--- config.mk ---
export PLATFORM = sky130hd
export DESIGN_NAME = street_lane
export DESIGN_NICKNAME = d
export VERILOG_FILES = /design/src/rtl/traffic_pkg.sv /design/src/rtl/street_lane.sv
export SDC_FILE = /design/constraint.sdc
export NUM_CORES = 1
export LEC_CHECK = 0
export ABC_AREA = 1
export CAP_MARGIN = 20
export CORE_MARGIN = 8
export CORE_UTILIZATION = 38
export CTS_BUF_LIST = sky130_fd_sc_hd__clkbuf_4 sky130_fd_sc_hd__clkbuf_8 sky130_fd_sc_hd__clkbuf_16
export CTS_CLUSTER_DIAMETER = 30
export CTS_CLUSTER_SIZE = 16
export DETAILED_ROUTE_END_ITERATION = 16
export PLACE_DENSITY = 0.63
export SYNTH_ARGS = -nofsm -noshare
export SYNTH_HDL_FRONTEND = slang
export SYNTH_SLANG_ARGS = --single-unit
--- constraint.sdc ---
create_clock -name clk -period 1.96 [get_ports clk]
set_input_delay 0.196 -clock clk [delete_from_list [all_inputs] [get_ports clk]]
set_output_delay 0.196 -clock clk [all_outputs]
set_load 0.01 [all_outputs]
--- src/rtl/traffic_pkg.sv ---
// ---------------------------------------------------------------------------
// traffic_pkg
// Shared definitions for the street-side traffic sensor model.
//   L_RED / L_YEL / L_GRN : one-hot light codes {R,Y,G} driven by the
//                           two-street traffic light controller.
//   is_legal_light(code)  : true when code is exactly one of the three
//                           light codes above.
// ---------------------------------------------------------------------------
package traffic_pkg;

  localparam logic [2:0] L_RED = 3'b100;
  localparam logic [2:0] L_YEL = 3'b010;
  localparam logic [2:0] L_GRN = 3'b001;

  function automatic logic is_legal_light(input logic [2:0] code);
    return (code == L_RED) || (code == L_YEL) || (code == L_GRN);
  endfunction

endpackage

--- src/rtl/street_lane.sv ---
// ---------------------------------------------------------------------------
// street_lane
// Vehicle queue model for one street. Cars arrive on single-cycle pulses and
// leave one at a time, every DRAIN_TICKS cycles, while the light is green.
// A presence filter asserts T once the queue has been non-empty for HOLD
// consecutive edges.
//   clk    in   system clock, rising edge
//   reset  in   asynchronous, active-low reset
//   arr    in   one-cycle car-arrival pulse
//   L      in   light code {R,Y,G}
//   T      out  traffic present (registered decode)
//   q      out  queue occupancy, saturates at 2^QW-1
//   depart out  one-cycle departure pulse
//   ovf    out  sticky overflow flag (arrival into a full queue)
// ---------------------------------------------------------------------------
module street_lane
  import traffic_pkg::*;
#(
  parameter int QW          = 4,
  parameter int DRAIN_TICKS = 6,
  parameter int HOLD        = 2
) (
  input  logic          clk,
  input  logic          reset,
  input  logic          arr,
  input  logic [2:0]    L,
  output logic          T,
  output logic [QW-1:0] q,
  output logic          depart,
  output logic          ovf
);

  // Widths sized so the terminal values DRAIN_TICKS-1 and HOLD are representable
  // even when a parameter is 1.
  localparam int TW = $clog2(DRAIN_TICKS + 1);
  localparam int PW = $clog2(HOLD + 1);

  localparam logic [TW-1:0] TIMER_LAST = TW'(DRAIN_TICKS - 1);
  localparam logic [PW-1:0] PRES_FULL  = PW'(HOLD);
  localparam logic [QW-1:0] Q_MAX      = '1;

  logic [QW-1:0] r_q;
  logic [TW-1:0] r_timer;
  logic [PW-1:0] r_pcount;
  logic          r_depart;
  logic          r_ovf;

  logic w_green;
  logic w_nonempty;
  logic w_fire;

  // Only an exact green code lets cars leave; yellow, red and illegal codes
  // all hold the queue.
  assign w_green    = (L == L_GRN);
  assign w_nonempty = (r_q != '0);
  assign w_fire     = w_green && w_nonempty && (r_timer == TIMER_LAST);

  // Drain timer restarts whenever the light leaves green or the queue empties,
  // so each green phase with waiting cars pays the full DRAIN_TICKS latency.
  always_ff @(posedge clk or negedge reset) begin
    if (!reset) begin
      r_timer <= '0;
    end else if (!w_green || !w_nonempty || w_fire) begin
      r_timer <= '0;
    end else begin
      r_timer <= r_timer + 1'b1;
    end
  end

  // Arrival and departure on the same edge cancel; an arrival into a full
  // queue is dropped and remembered in the sticky overflow flag.
  always_ff @(posedge clk or negedge reset) begin
    if (!reset) begin
      r_q   <= '0;
      r_ovf <= 1'b0;
    end else if (arr && !w_fire) begin
      if (r_q == Q_MAX) begin
        r_ovf <= 1'b1;
      end else begin
        r_q <= r_q + 1'b1;
      end
    end else if (!arr && w_fire) begin
      r_q <= r_q - 1'b1;
    end
  end

  always_ff @(posedge clk or negedge reset) begin
    if (!reset) begin
      r_depart <= 1'b0;
    end else begin
      r_depart <= w_fire;
    end
  end

  // Presence filter looks at the queue before the edge, so a fresh arrival
  // needs HOLD further edges before T rises, and T drops one edge after empty.
  always_ff @(posedge clk or negedge reset) begin
    if (!reset) begin
      r_pcount <= '0;
    end else if (!w_nonempty) begin
      r_pcount <= '0;
    end else if (r_pcount != PRES_FULL) begin
      r_pcount <= r_pcount + 1'b1;
    end
  end

  assign T      = (r_pcount == PRES_FULL);
  assign q      = r_q;
  assign depart = r_depart;
  assign ovf    = r_ovf;

endmodule

Yosys cells after proc, flatten, opt, wreduce, memory -nomap -nowiden
Index checks and enable logic that the tools add are counted.
{"block": "totals", "register_bits": 11, "inputBits": 6, "out_inout_bits": 7, "wordCells": 36}
{"block": "op_classes", "add_sub_neg": 4, "eq_ne": 7, "muxes": 6, "n_reduce_logical": 14}
{"operator": "4-bit 2-to-1 mux", "n": 3}
{"operator": "4-bit by 1-bit adder with 4-bit output (second input constant)", "n": 1}
{"operator": "4-bit equality test (second input constant)", "n": 1}
{"operator": "1-bit logical AND", "n": 4}
{"operator": "1-bit logical NOT", "n": 4}
{"operator": "2-bit 2-to-1 mux", "n": 2}
{"operator": "2-bit inequality test (second input constant)", "n": 2}
{"operator": "2-bit AND reduction", "n": 2}
{"operator": "4-bit nonzero test", "n": 1}
{"operator": "4-bit by 1-bit subtractor with 4-bit output (second input constant)", "n": 1}
{"operator": "3-bit by 1-bit adder with 3-bit output (second input constant)", "n": 1}
{"operator": "3-bit by 1-bit equality test with 1-bit output (second input constant)", "n": 1}
{"operator": "3-bit equality test (second input constant)", "n": 1}
{"operator": "3-bit 2-to-1 mux", "n": 1}
{"operator": "2-bit by 1-bit adder with 2-bit output (second input constant)", "n": 1}
{"operator": "2-bit equality test (second input constant)", "n": 1}
{"operator": "1-bit logical OR", "n": 2}
{"operator": "2-bit by 1-bit inequality test with 1-bit output (second input constant)", "n": 1}
{"operator": "2-bit nonzero test", "n": 1}

Longest topological paths before layout
{"block": "logic_depth", "ltp_word": 7, "depth_mapped": 15, "depth_no_buf": 15}

Least setup slack after synthesis
Ideal clock, no wire load.
{"block": "synth_path", "path_kind": "register -> register", "startpoint": "reg r_q[0] (netlist: q[0])", "endpoint": "reg r_q[3] (netlist: q[3])", "setup_ns": 0.117, "t_arrival_ns": 1.778, "t_required_ns": 1.843, "path_slack_ns": 0.065, "stages_incl_launch_ff": 14, "n_path_buf": 0, "period_less_slack_ns": 1.895, "path_cell_list": "dfrtp_1 > nor2_2 > nand2_2 > nand3_2 > nand2_1 > ha_1 > nand2_1 > nand2_1 > a21oi_1 > inv_1 > nand2_1 > nand3_1 > nand2_1 > nand2_1"}
{"block": "synth_between", "elab_chain_len": 7, "word_cells_on_any_way": 15, "classes_between": "2 x add/sub; 2 x eq/ne; 3 x mux; 8 x reduce/logical"}
{"item": "from (decl)", "line_no": "street_lane.sv:42", "rtl": "logic [QW-1:0] r_q;"}
{"item": "from (signal assigned)", "line_no": "street_lane.sv:80", "rtl": "r_q <= r_q + 1'b1;"}
{"item": "from (signal assigned)", "line_no": "street_lane.sv:83", "rtl": "r_q <= r_q - 1'b1;"}
{"item": "4-bit nonzero test", "line_no": "street_lane.sv:55", "rtl": "assign w_nonempty = (r_q != '0);"}
{"item": "1-bit logical AND (2 in series)", "line_no": "street_lane.sv:56", "rtl": "assign w_fire = w_green && w_nonempty && (r_timer == TIMER_LAST);"}
{"item": "1-bit logical NOT", "line_no": "street_lane.sv:76", "rtl": "end else if (arr && !w_fire) begin"}
{"item": "1-bit logical AND", "line_no": "street_lane.sv:76"}
{"item": "2-bit inequality test (no line) or 2-bit nonzero test (tied branches)"}
{"item": "2-bit AND reduction (no line)"}
Several ways; a longest one is shown, not always the timed one. The select of a mux whose other input is x is not followed.
A chain may end at the register's enable or synchronous reset.

Worst setup path in the final report
{"block": "layout_path", "startpoint": "reg r_timer[0]", "endpoint": "reg r_q[2] (netlist: q[2])"}
{"block": "layout_between", "elab_chain_len": 6, "word_cells_on_any_way": 9, "classes_between": "2 x eq/ne; 1 x mux; 6 x reduce/logical"}
{"item": "from (decl)", "line_no": "street_lane.sv:43", "rtl": "logic [TW-1:0] r_timer;"}
{"item": "from (signal assigned)", "line_no": "street_lane.sv:66", "rtl": "r_timer <= r_timer + 1'b1;"}
{"item": "3-bit equality test *", "line_no": "street_lane.sv:56"}
{"item": "1-bit logical AND *", "line_no": "street_lane.sv:56"}
{"item": "1-bit logical NOT", "line_no": "street_lane.sv:76"}
{"item": "1-bit logical AND", "line_no": "street_lane.sv:76"}
{"item": "2-bit inequality test (no line) or 2-bit nonzero test (tied branches)"}
{"item": "2-bit AND reduction (no line)"}
Mark *: on every way between the ends. The rest lies on a longest branch, timed or not.

==> results_dict.tcl <==
set metrics [dict create \
    dominant_combinational_cell_family_by_area_after_synthesis "simple AND/OR/NAND/NOR gates" \
    cp_max_fo 3 \
    numClockSinks 11 \
    synth-compound-area-share_pct 4.42 \
    drive_above_1_share_pct 34.3 \
    crit_chain "ha_2 -> nand2_2 -> inv_2 -> nand3_4 -> nand2_4 -> buf_4 -> buf_4 -> fa_1 -> xnor2_1 -> a21oi_1" \
    yosys-top-cells-area "sky130_fd_sc_hd__dfrtp_1, sky130_fd_sc_hd__ha_1, sky130_fd_sc_hd__nand2_1" \
    grt.overflow.total 0 \
    floorplan.io_pins 13 \
    place_congestion 0.814 \
    leakage_uw 0.000476 \
    status "completed" \
    detailroute.via_count 536 \
    critPathMostFrequentCell "sky130_fd_sc_hd__buf_4" \
    min_path_type "input pin to async pin" \
    max_freq_mhz 532 \
    critPathArrivalTime_ps 2040 \
    setup_tns_ps 0 \
    hold_viol 0 \
    grt_pass1_wl_mm 2.23 \
    syn-instance-count 68 \
    cts_tree "built" \
    worst_ir_drop_vdd_mv 0.744 \
    path_delay_family "adder cells" \
    finalWirelength_mm 1.37 \
    clkSlewWorstSetupHoldPaths_ps 70 \
    setup_viol_count_final 0 \
    floorplan.die.width_microns 56.5 \
    area_growth_syn_to_layout_pct 54.0 \
    critical_path_launch_point_type "flop" \
    drt_pass1_iterations 2 \
    max_slew_violation_count 0 \
    critical-path-slowest-cell "sky130_fd_sc_hd__dfrtp_1" \
    ys_types 18 \
    max_slew_margin_pct 67.3 \
    yosysTopAreaCellShare_pct 44.2 \
    cts_buffer_depth 2 \
    floorplan.die.height_microns 56.5 \
    placeableCoreArea_sq_mm 0.00152 \
    yosys_warnings 0 \
    synth_area_per_cell_sq_um 9.16 \
    layout_min_cycle_time_ps 1880 \
    cp.buffers_inverters 3 \
    largest_area_contributor_in_the_netlist "sky130_fd_sc_hd__dfrtp_1" \
    skew_pair_late_insertion_delay_ps 280 \
    grt_antenna_before_repair 0 \
    crit_path_end_kind "flop" \
    timing.max_cap.violations 0 \
    syn_area_sq_um 623 \
    worst_pin_slew_ps 488 \
    die_area_sq_mm 0.00319 \
    timing.final.crit_share_pct 95.9 \
    synth-simple-area-share_pct 25.9 \
    core.rowCount 14 \
    n_antenna_cell 0 \
    synthMuxAreaShare_pct 0 \
    viasPerCell 4.66 \
    first_iter_violations 6 \
    clock-root-buffer "sky130_fd_sc_hd__clkbuf_4" \
    grt_util_all_layers_pct 8.97 \
    drt-wirelength-per-cell_microns 11.9 \
    htreeDepth 1 \
    detailed_place_hpwl_microns 974 \
    tritoncts.num_buffers 3 \
    ctsHoldBuffers 0 \
    mappedNetlistNets 80 \
    synth_xor_xnor_area_share_pct 5.62 \
    start_util_pct 40.9 \
    detail-route-antenna-nets 0 \
    final.setup_skew_ps 4.97 \
    post-route-drc-count 0 \
    worstPathRequired_ps 2120 \
    port_buffers 12 \
    worst_path_setup_slack_after_routing_ps 80.5 \
    nets 112 \
    yosysSeqAreaShare_pct 44.2 \
    classification_of_the_worst_setup_path "flop to flop" \
    power_density_over_the_cells_mw_per_mm2 1240 \
    detailedPlace.worstSlack_ps -82.0 \
    synth-adder-area-share_pct 13.3 \
    critical-path-max-stage-delay_ps 400 \
    ys_seq_elements 11 \
    first_global_vias 539 \
    grt_max_degree 12 \
]
layout make-up:
class / instances / area [sq um]
flip-flops and latches: 11 / 275
repair buffers: 27 / 233
fillers: 121 / 564
inverters: 11 / 41.3
multi-input cells: 46 / 360
clock buffers: 4 / 30.0
well taps: 16 / 20.0
cell usage after synthesis, drive strengths merged:
master	n
nand2	15
dfrtp	11
inv	11
nor2	7
nand3	6
ha	5
a21oi	3
nand4	3
xnor2	2
xor2	2
fa	1
o21ai	1
o21bai	1
layout by cell type (no fill, tap or decap), drive strengths merged:
master / count
buf: 15
nand2: 15
clkdlybuf4s50: 12
dfrtp: 11
inv: 11
nor2: 7
nand3: 6
ha: 5
clkbuf: 4
nand4: 3
a21oi: 3
xnor2: 2
xor2: 2
o21bai: 1
o21ai: 1
fa: 1
stage by stage:
stage	hold slack (ps)	power [uW]	area, sq um	util (%)	cells
after floorplan	-99.6	680	623	-	68
after global placement	462	951	838	55.0	106
after detailed placement	466	965	838	55.0	106
after CTS	252	1160	872	57.2	110
after global routing	280	1310	960	63.0	115
final	242	1190	960	63.0	115
per-layer routing:
metal	track usage [%]	wire length, microns
met1	9.26	622
met2	14.1	658
met3	4.04	56
met5	0	0
met4	6.19	28
registers in the layout, summed over array words and instances, names as in the netlist:
signal	cells
depart	1
ovf	1
q	4
r_pcount	2
r_timer	3
cell families (layout without fill, tap and decap cells):
| logic type | Yosys count | count (layout) |
|---|---|---|
| buffers and inverters | 11 | 42 |
| DFF | 11 | 11 |
| and+or+nand+nor | 31 | 31 |
| adders and majority gates | 6 | 6 |
| xor gates and xnor gates | 4 | 4 |
| AOI/OAI and AO/OA | 5 | 5 |
worst paths after layout:
path	from	end	slack (ps)	depth (start not counted)
worst max-delay path	r_timer[0]	q[2]	80	10
worst min register to register	ovf	ovf	470	1
max in group asynchronous	reset	depart	1380	1
worst min-delay path	reset	q[0]	240	1
worst max register to register	r_timer[0]	q[2]	80	10
min in group clk	ovf	ovf	470	1
what timing repair did:
action / in CTS / in global routing
cloned: 0 / 0
buffers inserted: 0 / 5
resized for setup: 1 / 10
pin swaps: 0 / 7
setup endpoints to repair: 1 / 1
where the power goes:
part	internal [uW]	switching [uW]
logic	343	326
clock network	92.9	83.5
registers	303	43.4
(Power assumes the default switching activity.)
